--- config.mk ---
export PLATFORM = sky130hd
export DESIGN_NAME = pool_bram_arbiter
export DESIGN_NICKNAME = d
export VERILOG_FILES = /design/src/rtl/pool_bram_arbiter.sv
export SDC_FILE = /design/constraint.sdc
export NUM_CORES = 1
export LEC_CHECK = 0
export ABC_AREA = 1
export CORE_MARGIN = 2
export CORE_UTILIZATION = 55
export CTS_BUF_LIST = sky130_fd_sc_hd__clkbuf_4 sky130_fd_sc_hd__clkbuf_8
export CTS_CLUSTER_DIAMETER = 80
export DETAILED_ROUTE_END_ITERATION = 8
export DONT_BUFFER_PORTS = 1
export GPL_TIMING_DRIVEN = 0
export HOLD_SLACK_MARGIN = 0.15
export PLACE_DENSITY = 0.7
export SLEW_MARGIN = 5
export SYNTH_ARGS = -nofsm -noshare
export SYNTH_HDL_FRONTEND = slang
export SYNTH_SLANG_ARGS = --single-unit
export TNS_END_PERCENT = 100
--- constraint.sdc ---
create_clock -name clk -period 2.05 [get_ports clk]
set_clock_uncertainty 0.1 [all_clocks]
set_input_delay 0.205 -clock clk [delete_from_list [all_inputs] [get_ports clk]]
set_output_delay 0.205 -clock clk [all_outputs]
set_load 0.02 [all_outputs]
--- src/rtl/pool_bram_arbiter.sv ---
// Two-requester round-robin arbiter with burst lock for one single-port pooling BRAM.
// Drives the BRAM port from registers and routes read data back to the issuing requester.
module pool_bram_arbiter #(
    parameter int ADDR_W   = 16,
    parameter int DATA_W   = 8,
    parameter int RD_LAT   = 2,
    parameter int MAX_LOCK = 16
) (
    input  logic              clk,
    input  logic              rst_n,
    input  logic              req0_valid,
    input  logic              req0_we,
    input  logic [ADDR_W-1:0] req0_addr,
    input  logic [DATA_W-1:0] req0_wdata,
    input  logic              req0_lock,
    output logic              req0_ready,
    output logic              req0_rvalid,
    output logic [DATA_W-1:0] req0_rdata,
    input  logic              req1_valid,
    input  logic              req1_we,
    input  logic [ADDR_W-1:0] req1_addr,
    input  logic [DATA_W-1:0] req1_wdata,
    input  logic              req1_lock,
    output logic              req1_ready,
    output logic              req1_rvalid,
    output logic [DATA_W-1:0] req1_rdata,
    output logic              bram_en,
    output logic              bram_ren,
    output logic              bram_wen,
    output logic [ADDR_W-1:0] bram_addr,
    output logic [DATA_W-1:0] bram_din,
    input  logic [DATA_W-1:0] bram_dout,
    output logic              busy,
    output logic [1:0]        dbg_state
);

    // Handshake: a request transfers in the cycle where valid && ready; valid and its
    // payload stay stable until then, and ready never looks at its own requester's ready.
    typedef enum logic [1:0] {
        S_IDLE = 2'd0,
        S_OWN0 = 2'd1,
        S_OWN1 = 2'd2
    } state_t;

    localparam int CNT_W = $clog2(MAX_LOCK + 1);
    localparam logic [CNT_W-1:0] LOCK_MAX = CNT_W'(MAX_LOCK);
    localparam logic [CNT_W-1:0] CNT_ONE  = CNT_W'(1);

    state_t             r_state;
    state_t             w_next_state;
    logic [CNT_W-1:0]   r_lock_cnt;
    logic [CNT_W-1:0]   w_next_cnt;
    logic               r_last;
    logic               w_cap;
    logic               w_ready0;
    logic               w_ready1;
    logic               w_acc;
    logic               w_sel;
    logic               w_we;
    logic [ADDR_W-1:0]  w_addr;
    logic [DATA_W-1:0]  w_wdata;

    logic               r_en;
    logic               r_ren;
    logic               r_wen;
    logic [ADDR_W-1:0]  r_addr;
    logic [DATA_W-1:0]  r_din;
    logic               r_cmd_id;
    logic [RD_LAT-1:0]  r_tag_v;
    logic [RD_LAT-1:0]  r_tag_id;
    logic               r_rvalid0;
    logic               r_rvalid1;
    logic [DATA_W-1:0]  r_rdata0;
    logic [DATA_W-1:0]  r_rdata1;

    assign w_cap = (r_lock_cnt == LOCK_MAX);

    // State register
    always_ff @(posedge clk or negedge rst_n) begin
        if (!rst_n) begin
            r_state    <= S_IDLE;
            r_lock_cnt <= '0;
            r_last     <= 1'b1;
        end else begin
            r_state    <= w_next_state;
            r_lock_cnt <= w_next_cnt;
            if (w_acc) begin
                r_last <= w_sel;
            end
        end
    end

    // Next-state logic; the cap only forces an exit while the other side is waiting
    always_comb begin
        w_next_state = r_state;
        w_next_cnt   = r_lock_cnt;
        case (r_state)
            S_IDLE: begin
                if (w_ready0 && req0_lock) begin
                    w_next_state = S_OWN0;
                    w_next_cnt   = CNT_ONE;
                end else if (w_ready1 && req1_lock) begin
                    w_next_state = S_OWN1;
                    w_next_cnt   = CNT_ONE;
                end
            end
            S_OWN0: begin
                if (!req0_valid || (w_cap && req1_valid) || (w_ready0 && !req0_lock)) begin
                    w_next_state = S_IDLE;
                    w_next_cnt   = '0;
                end else if (w_ready0 && !w_cap) begin
                    w_next_cnt = r_lock_cnt + CNT_ONE;
                end
            end
            S_OWN1: begin
                if (!req1_valid || (w_cap && req0_valid) || (w_ready1 && !req1_lock)) begin
                    w_next_state = S_IDLE;
                    w_next_cnt   = '0;
                end else if (w_ready1 && !w_cap) begin
                    w_next_cnt = r_lock_cnt + CNT_ONE;
                end
            end
            default: begin
                w_next_state = S_IDLE;
                w_next_cnt   = '0;
            end
        endcase
    end

    // Output logic: grant decision
    always_comb begin
        w_ready0 = 1'b0;
        w_ready1 = 1'b0;
        case (r_state)
            S_IDLE: begin
                w_ready0 = req0_valid && (!req1_valid || r_last);
                w_ready1 = req1_valid && (!req0_valid || !r_last);
            end
            S_OWN0:  w_ready0 = req0_valid && !(w_cap && req1_valid);
            S_OWN1:  w_ready1 = req1_valid && !(w_cap && req0_valid);
            default: ;
        endcase
    end

    assign w_acc   = w_ready0 | w_ready1;
    assign w_sel   = w_ready1;
    assign w_we    = w_sel ? req1_we    : req0_we;
    assign w_addr  = w_sel ? req1_addr  : req0_addr;
    assign w_wdata = w_sel ? req1_wdata : req0_wdata;

    // Registered BRAM command; addr/din hold when idle
    always_ff @(posedge clk or negedge rst_n) begin
        if (!rst_n) begin
            r_en     <= 1'b0;
            r_ren    <= 1'b0;
            r_wen    <= 1'b0;
            r_addr   <= '0;
            r_din    <= '0;
            r_cmd_id <= 1'b0;
        end else if (w_acc) begin
            r_en     <= 1'b1;
            r_ren    <= !w_we;
            r_wen    <= w_we;
            r_addr   <= w_addr;
            r_din    <= w_wdata;
            r_cmd_id <= w_sel;
        end else begin
            r_en  <= 1'b0;
            r_ren <= 1'b0;
            r_wen <= 1'b0;
        end
    end

    // Read tags follow the command through the BRAM latency; the last stage lines up with bram_dout
    always_ff @(posedge clk or negedge rst_n) begin
        if (!rst_n) begin
            r_tag_v  <= '0;
            r_tag_id <= '0;
        end else begin
            r_tag_v[0]  <= r_ren;
            r_tag_id[0] <= r_cmd_id;
            for (int i = 1; i < RD_LAT; i++) begin
                r_tag_v[i]  <= r_tag_v[i-1];
                r_tag_id[i] <= r_tag_id[i-1];
            end
        end
    end

    always_ff @(posedge clk or negedge rst_n) begin
        if (!rst_n) begin
            r_rvalid0 <= 1'b0;
            r_rvalid1 <= 1'b0;
            r_rdata0  <= '0;
            r_rdata1  <= '0;
        end else begin
            r_rvalid0 <= r_tag_v[RD_LAT-1] && !r_tag_id[RD_LAT-1];
            r_rvalid1 <= r_tag_v[RD_LAT-1] &&  r_tag_id[RD_LAT-1];
            if (r_tag_v[RD_LAT-1] && !r_tag_id[RD_LAT-1]) begin
                r_rdata0 <= bram_dout;
            end
            if (r_tag_v[RD_LAT-1] && r_tag_id[RD_LAT-1]) begin
                r_rdata1 <= bram_dout;
            end
        end
    end

    assign req0_ready  = w_ready0;
    assign req1_ready  = w_ready1;
    assign req0_rvalid = r_rvalid0;
    assign req1_rvalid = r_rvalid1;
    assign req0_rdata  = r_rdata0;
    assign req1_rdata  = r_rdata1;
    assign bram_en     = r_en;
    assign bram_ren    = r_ren;
    assign bram_wen    = r_wen;
    assign bram_addr   = r_addr;
    assign bram_din    = r_din;
    assign busy        = r_ren | (|r_tag_v) | r_rvalid0 | r_rvalid1;
    assign dbg_state   = r_state;

endmodule

# Word level (Yosys, flattened, before mapping)
# Cells that the tools add are included.
# classes
reduce_logical,34
bitwise,4
add_sub_neg,1
muxes,20
eq_ne,8
# op_table
cell,count
two-way mux 5 bit,6
two-way mux 16 bit,1
one-hot mux 5 bit (3 select lines),1
logical AND 1 bit,14
logical NOT 1 bit,10
inequality test 3 bit (second input constant),3
two-way mux 2 bit,4
two-way mux 8 bit,1
logical OR 1 bit,6
one-hot mux 2 bit (3 select lines),1
AND reduction 3 bit,2
adder 5 x 1 -> 5 bit (second input constant),1
== test 5 bit (second input constant),1
two-way mux 1 bit,4
inequality test 2 bit (second input constant),2
bitwise OR 1 bit,4
one-hot mux 1 bit (2 select lines),2
== test 2 x 1 -> 1 bit (second input constant),1
== test 2 bit (second input constant),1
logical NOT 2 bit,1
OR reduction 2 bit,1
# word_totals
ff_bits,58
in_bits,64

# Longest topological paths before layout
# logic_depth
depth_word,9
depth_mapped,15
ltp_nobuf,15

# Worst setup path before layout
# Ideal clock, no wire load.
# synth_path
path_kind,register to register
from,register r_lock_cnt[0]
to,"register r_addr[14], in the netlist bram_addr[14]"
arrival_time_ps,1446
n_path_buf,2
setup_time_ps,118
setup_slack_ps,386
period_less_slack_ps,1664
stages_incl_launch_ff,12
t_required_ps,1832
path_cell_list,dfrtp_1 inv_1 ha_1 nand2_1 inv_1 nand4_1 nand2_2 buf_6 inv_8 buf_12 nor2_2 o21ai_2
# synth_via
elab_chain_cells,6
elab_cells_between_ends,11
cone_classes,1 x eq/ne; 3 x mux; 1 x bitwise; 6 x reduce/logical
# synth_lines
item,line,rtl
"start, declared",51,logic [CNT_W-1:0] r_lock_cnt;
"start signal, assigned",86,r_lock_cnt <= w_next_cnt;
== test 5 bit *,76,assign w_cap = (r_lock_cnt == LOCK_MAX);
logical AND 1 bit *,140,S_OWN1: w_ready1 = req1_valid && !(w_cap && req0_valid);
logical NOT 1 bit *,140,
logical AND 1 bit *,140,
one-hot mux 1 bit (2 select lines) *,134,case (r_state)
net req1_ready,24,"output logic req1_ready,"
two-way mux 16 bit / bitwise OR 1 bit (equally long branches),"148, 145",
"end signal, assigned",164,r_addr <= w_addr;
"end, declared",66,logic [ADDR_W-1:0] r_addr;
# The timed path passes the listed nets; every way through them passes the cells marked *.
# A chain may end at the register's enable or synchronous reset.

# Final worst setup path
# layout_path
from,"register r_state[0], in the netlist dbg_state[0]"
to,output req1_ready
# layout_via
elab_chain_cells,2
elab_cells_between_ends,3
cone_classes,1 x eq/ne; 1 x mux; 1 x reduce/logical
# layout_lines
item,line,rtl
"start, declared",49,state_t r_state;
"start signal, assigned",85,r_state <= w_next_state;
== test 2 bit / logical NOT 2 bit (equally long branches),134,
one-hot mux 1 bit (2 select lines) *,134,
"end, declared",24,
# Mark *: on every way between the ends. The rest lies on a longest branch, timed or not.

==> summary.txt <==
WL/cell: 15.7 µm
Seq cells post-synth: 58
TritonRoute pass-1 iters: 5
GP Congestion: 0.889
# rows: 25
Die Ht: 74.7 µm
Adder-cell share of the synthesized area: 0.00911
Critical-path cell list: inv_2 -> nand2_2 -> a21oi_4 -> nand2_2 -> buf_8 -> inv_8 -> buf_12
WP data required: 1.75 ns
Seq/Total Area, Yosys: 0.529
Area growth from synthesis to layout: 36.3%
Final Cell Area: 3740 µm²
YS warnings: 0
Worst slack, placed: 0.189 ns
Crit start category: register
Syn Nets: 385
MaxCap Viol Count: 0
Vias in the first global route: 2,554
Worst path slowest cell: dfrtp_2
Slowest cell delay on critical path: 0.49 ns
Post-Synth Simple-Gate Area: 0.216
Clk buf depth: 2
Vias per inst: 5.16
# clock sinks: 58
Top-area cell type share of the netlist area: 0.519
Clk root buf: clkbuf_8
I/O pins: 114
Total grt overflow: 0
Crit path DAT: 1.65 ns
CP most frequent cell: nand2_2
Rel. slew slack: 0.760
XOR/XNOR share of the synthesized area: 0.00638
Nets: 466
Pwr Density: 1050 nW/µm²
Total Power: 3.93 mW
Post-synthesis cell area: 2750 µm²
Compound-gate portion of the synthesized area: 0.145
Mux contribution to synthesized area: 0
Die width: 74.7 µm
Initial Util: 0.574
Largest family of logic cells by synthesized area: simple AND/OR/NAND/NOR gates
Die Area: 5580 µm²
Setup tns final: 0 ns
Layout cells sized above 1: 0.160
Fmax: 511 MHz
Placed cells: 386
Synth cell types: 28
Crit-path max FO: 10
Post-DP HPWL: 4.03 mm
Period utilization: 0.955
Worst-skew pair later-pin latency: 0.34 ns
Initial antenna violation count: 0
DRC violations left: 0
Initial DRC count: 170
Maximum VDD drop: 0.762 mV
Kind of critical path: reg2out
Drt total wl: 7.40 mm
DRT antenna net count: 0
First-pass GRT wire length: 12.0 mm
TritonCTS buffer count: 9
Critical path capture point type: primary output
Post-placement cell area: 2830 µm²
Clock-pin slew on the worst setup and hold paths: 0.07 ns
Tmin final: 1.96 ns
Worst min path class: in2reg
Pleak: 1.84 nW
Area contributors post-synth: dfrtp_1 52%, nand2_1 11%, o21ai_0 6.6%
Layout Cells excl Fill: 472
Worst Slack Setup Final: 0.0921 ns
Overall Global Routing Usage: 0.293
CTS tree: yes
Via Count: 2,436
Core area: 4790 µm²
Slew @ Worst Pin: 0.360 ns
Largest net degree at the start of global routing: 59
Setup Viol. Count Final: 0
Post-synth top area cell: dfrtp_1
H-tree levels: 3
Mean Syn Cell Area: 8.61 µm²
Status: complete, no violations
Mapped Cells: 319
Count of final hold-check violations: 0
Antenna fix cells: 0
Port Buffer Count: 0
Slew Viols, Final: 0
[power breakdown]
| group | internal, mW | switching [mW] |
|---|---|---|
| logic | 0.351 | 0.453 |
| clock network | 0.603 | 0.465 |
| registers | 1.46 | 0.597 |
[routing by layer]
metal  global-route usage  up-vias  wire [µm]
li1                     -     1171          -
met1                0.335     1138       2890
met2                0.491      110       3730
met3                0.107       17        582
met4                0.139        0        193
met5                    0        -          0
[critical path, delay by kind of cell, from the launching register on]
family / cells / cell delay, ns
and+or+nand+nor: 2 / 0.17
DFF: 1 / 0.49
AOI/OAI and AO/OA: 1 / 0.20
buffers and inverters: 4 / 0.45
[worst paths after layout]
| kind | startpoint | end | slack [ns] | cells past startpoint |
|---|---|---|---|---|
| min in group asynchronous | rst_n | req1_rdata[0] | 0.30 | 2 |
| max in group asynchronous | rst_n | r_last | 1.26 | 2 |
| min | req0_valid | r_lock_cnt[4] | 0.16 | 7 |
| min reg2reg | r_tag_id[0] | r_tag_id[1] | 0.26 | 0 |
| max reg2reg | dbg_state[0] | bram_addr[12] | 0.15 | 9 |
| max | dbg_state[0] | req1_ready | 0.09 | 7 |
[cells in the mapped netlist]
master	instances
buf_12	1
a21oi_2	2
dfstp_2	1
ha_1	2
a22oi_1	1
inv_1	36
a21oi_4	1
o21ai_1	20
buf_6	4
nand2_4	2
o21ai_2	8
nor2_2	11
nor3_1	1
inv_2	1
dfrtp_1	57
o21ai_0	36
xor2_1	1
xnor2_1	1
inv_4	1
buf_4	4
nand4_1	4
o211ai_1	1
nand2_2	4
nor2_1	24
nand2_1	82
nand3_1	10
clkbuf_1	2
inv_8	1
[cells by family after synthesis]
kind of cell               after synthesis
AOI/OAI and AO/OA                       69
xor gates and xnor gates                 2
adders and majority gates                2
buffers and inverters                   50
DFF                                     58
and+or+nand+nor                        138
[final cells by class]
type                       instances  area [µm²]
clock inverter                     5        53.8
buffer                            11         106
clock buffer                      11         145
timing repair buffer              70         708
inverter                          39         156
tap                               67        83.8
fill                             290        1040
sequential                        58        1460
multi-input combinational        211        1040
[placed cells by master, fill, tap and decap left out, types with 3 or more instances in the layout]
| master | n |
|---|---|
| buf_4 | 8 |
| buf_6 | 3 |
| clkbuf_8 | 10 |
| clkinv_2 | 3 |
| dfrtp_1 | 55 |
| dlygate4sd3_1 | 65 |
| inv_1 | 35 |
| nand2_1 | 82 |
| nand2_2 | 4 |
| nand3_1 | 10 |
| nand4_1 | 4 |
| nor2_1 | 24 |
| nor2_2 | 11 |
| o21ai_0 | 36 |
| o21ai_1 | 20 |
| o21ai_2 | 8 |
[stage by stage]
stage           util  hold WS (ns)
3_5_place_dp   0.592        -0.189
2_1_floorplan      -        -0.191
3_3_place_gp   0.592        -0.189
4_1_cts        0.781         0.161
5_1_grt        0.782         0.193
6_report       0.782         0.163
[timing repair]
item                                   4_1_cts  5_1_grt
pin swaps                                    2        2
resized for setup                            3        1
setup endpoints to repair                    1        1
hold buffers                                66        0
endpoints found under the hold margin      105        0
buffers inserted                             3        1
[registers in the layout, summed over array words and instances (netlist names), 2 cells and up]
signal      flops
r_tag_id        2
r_tag_v         2
req0_rdata      8
r_lock_cnt      5
req1_rdata      8
dbg_state       2
bram_din        8
bram_addr      16
Power figures use the tool's default switching activity.
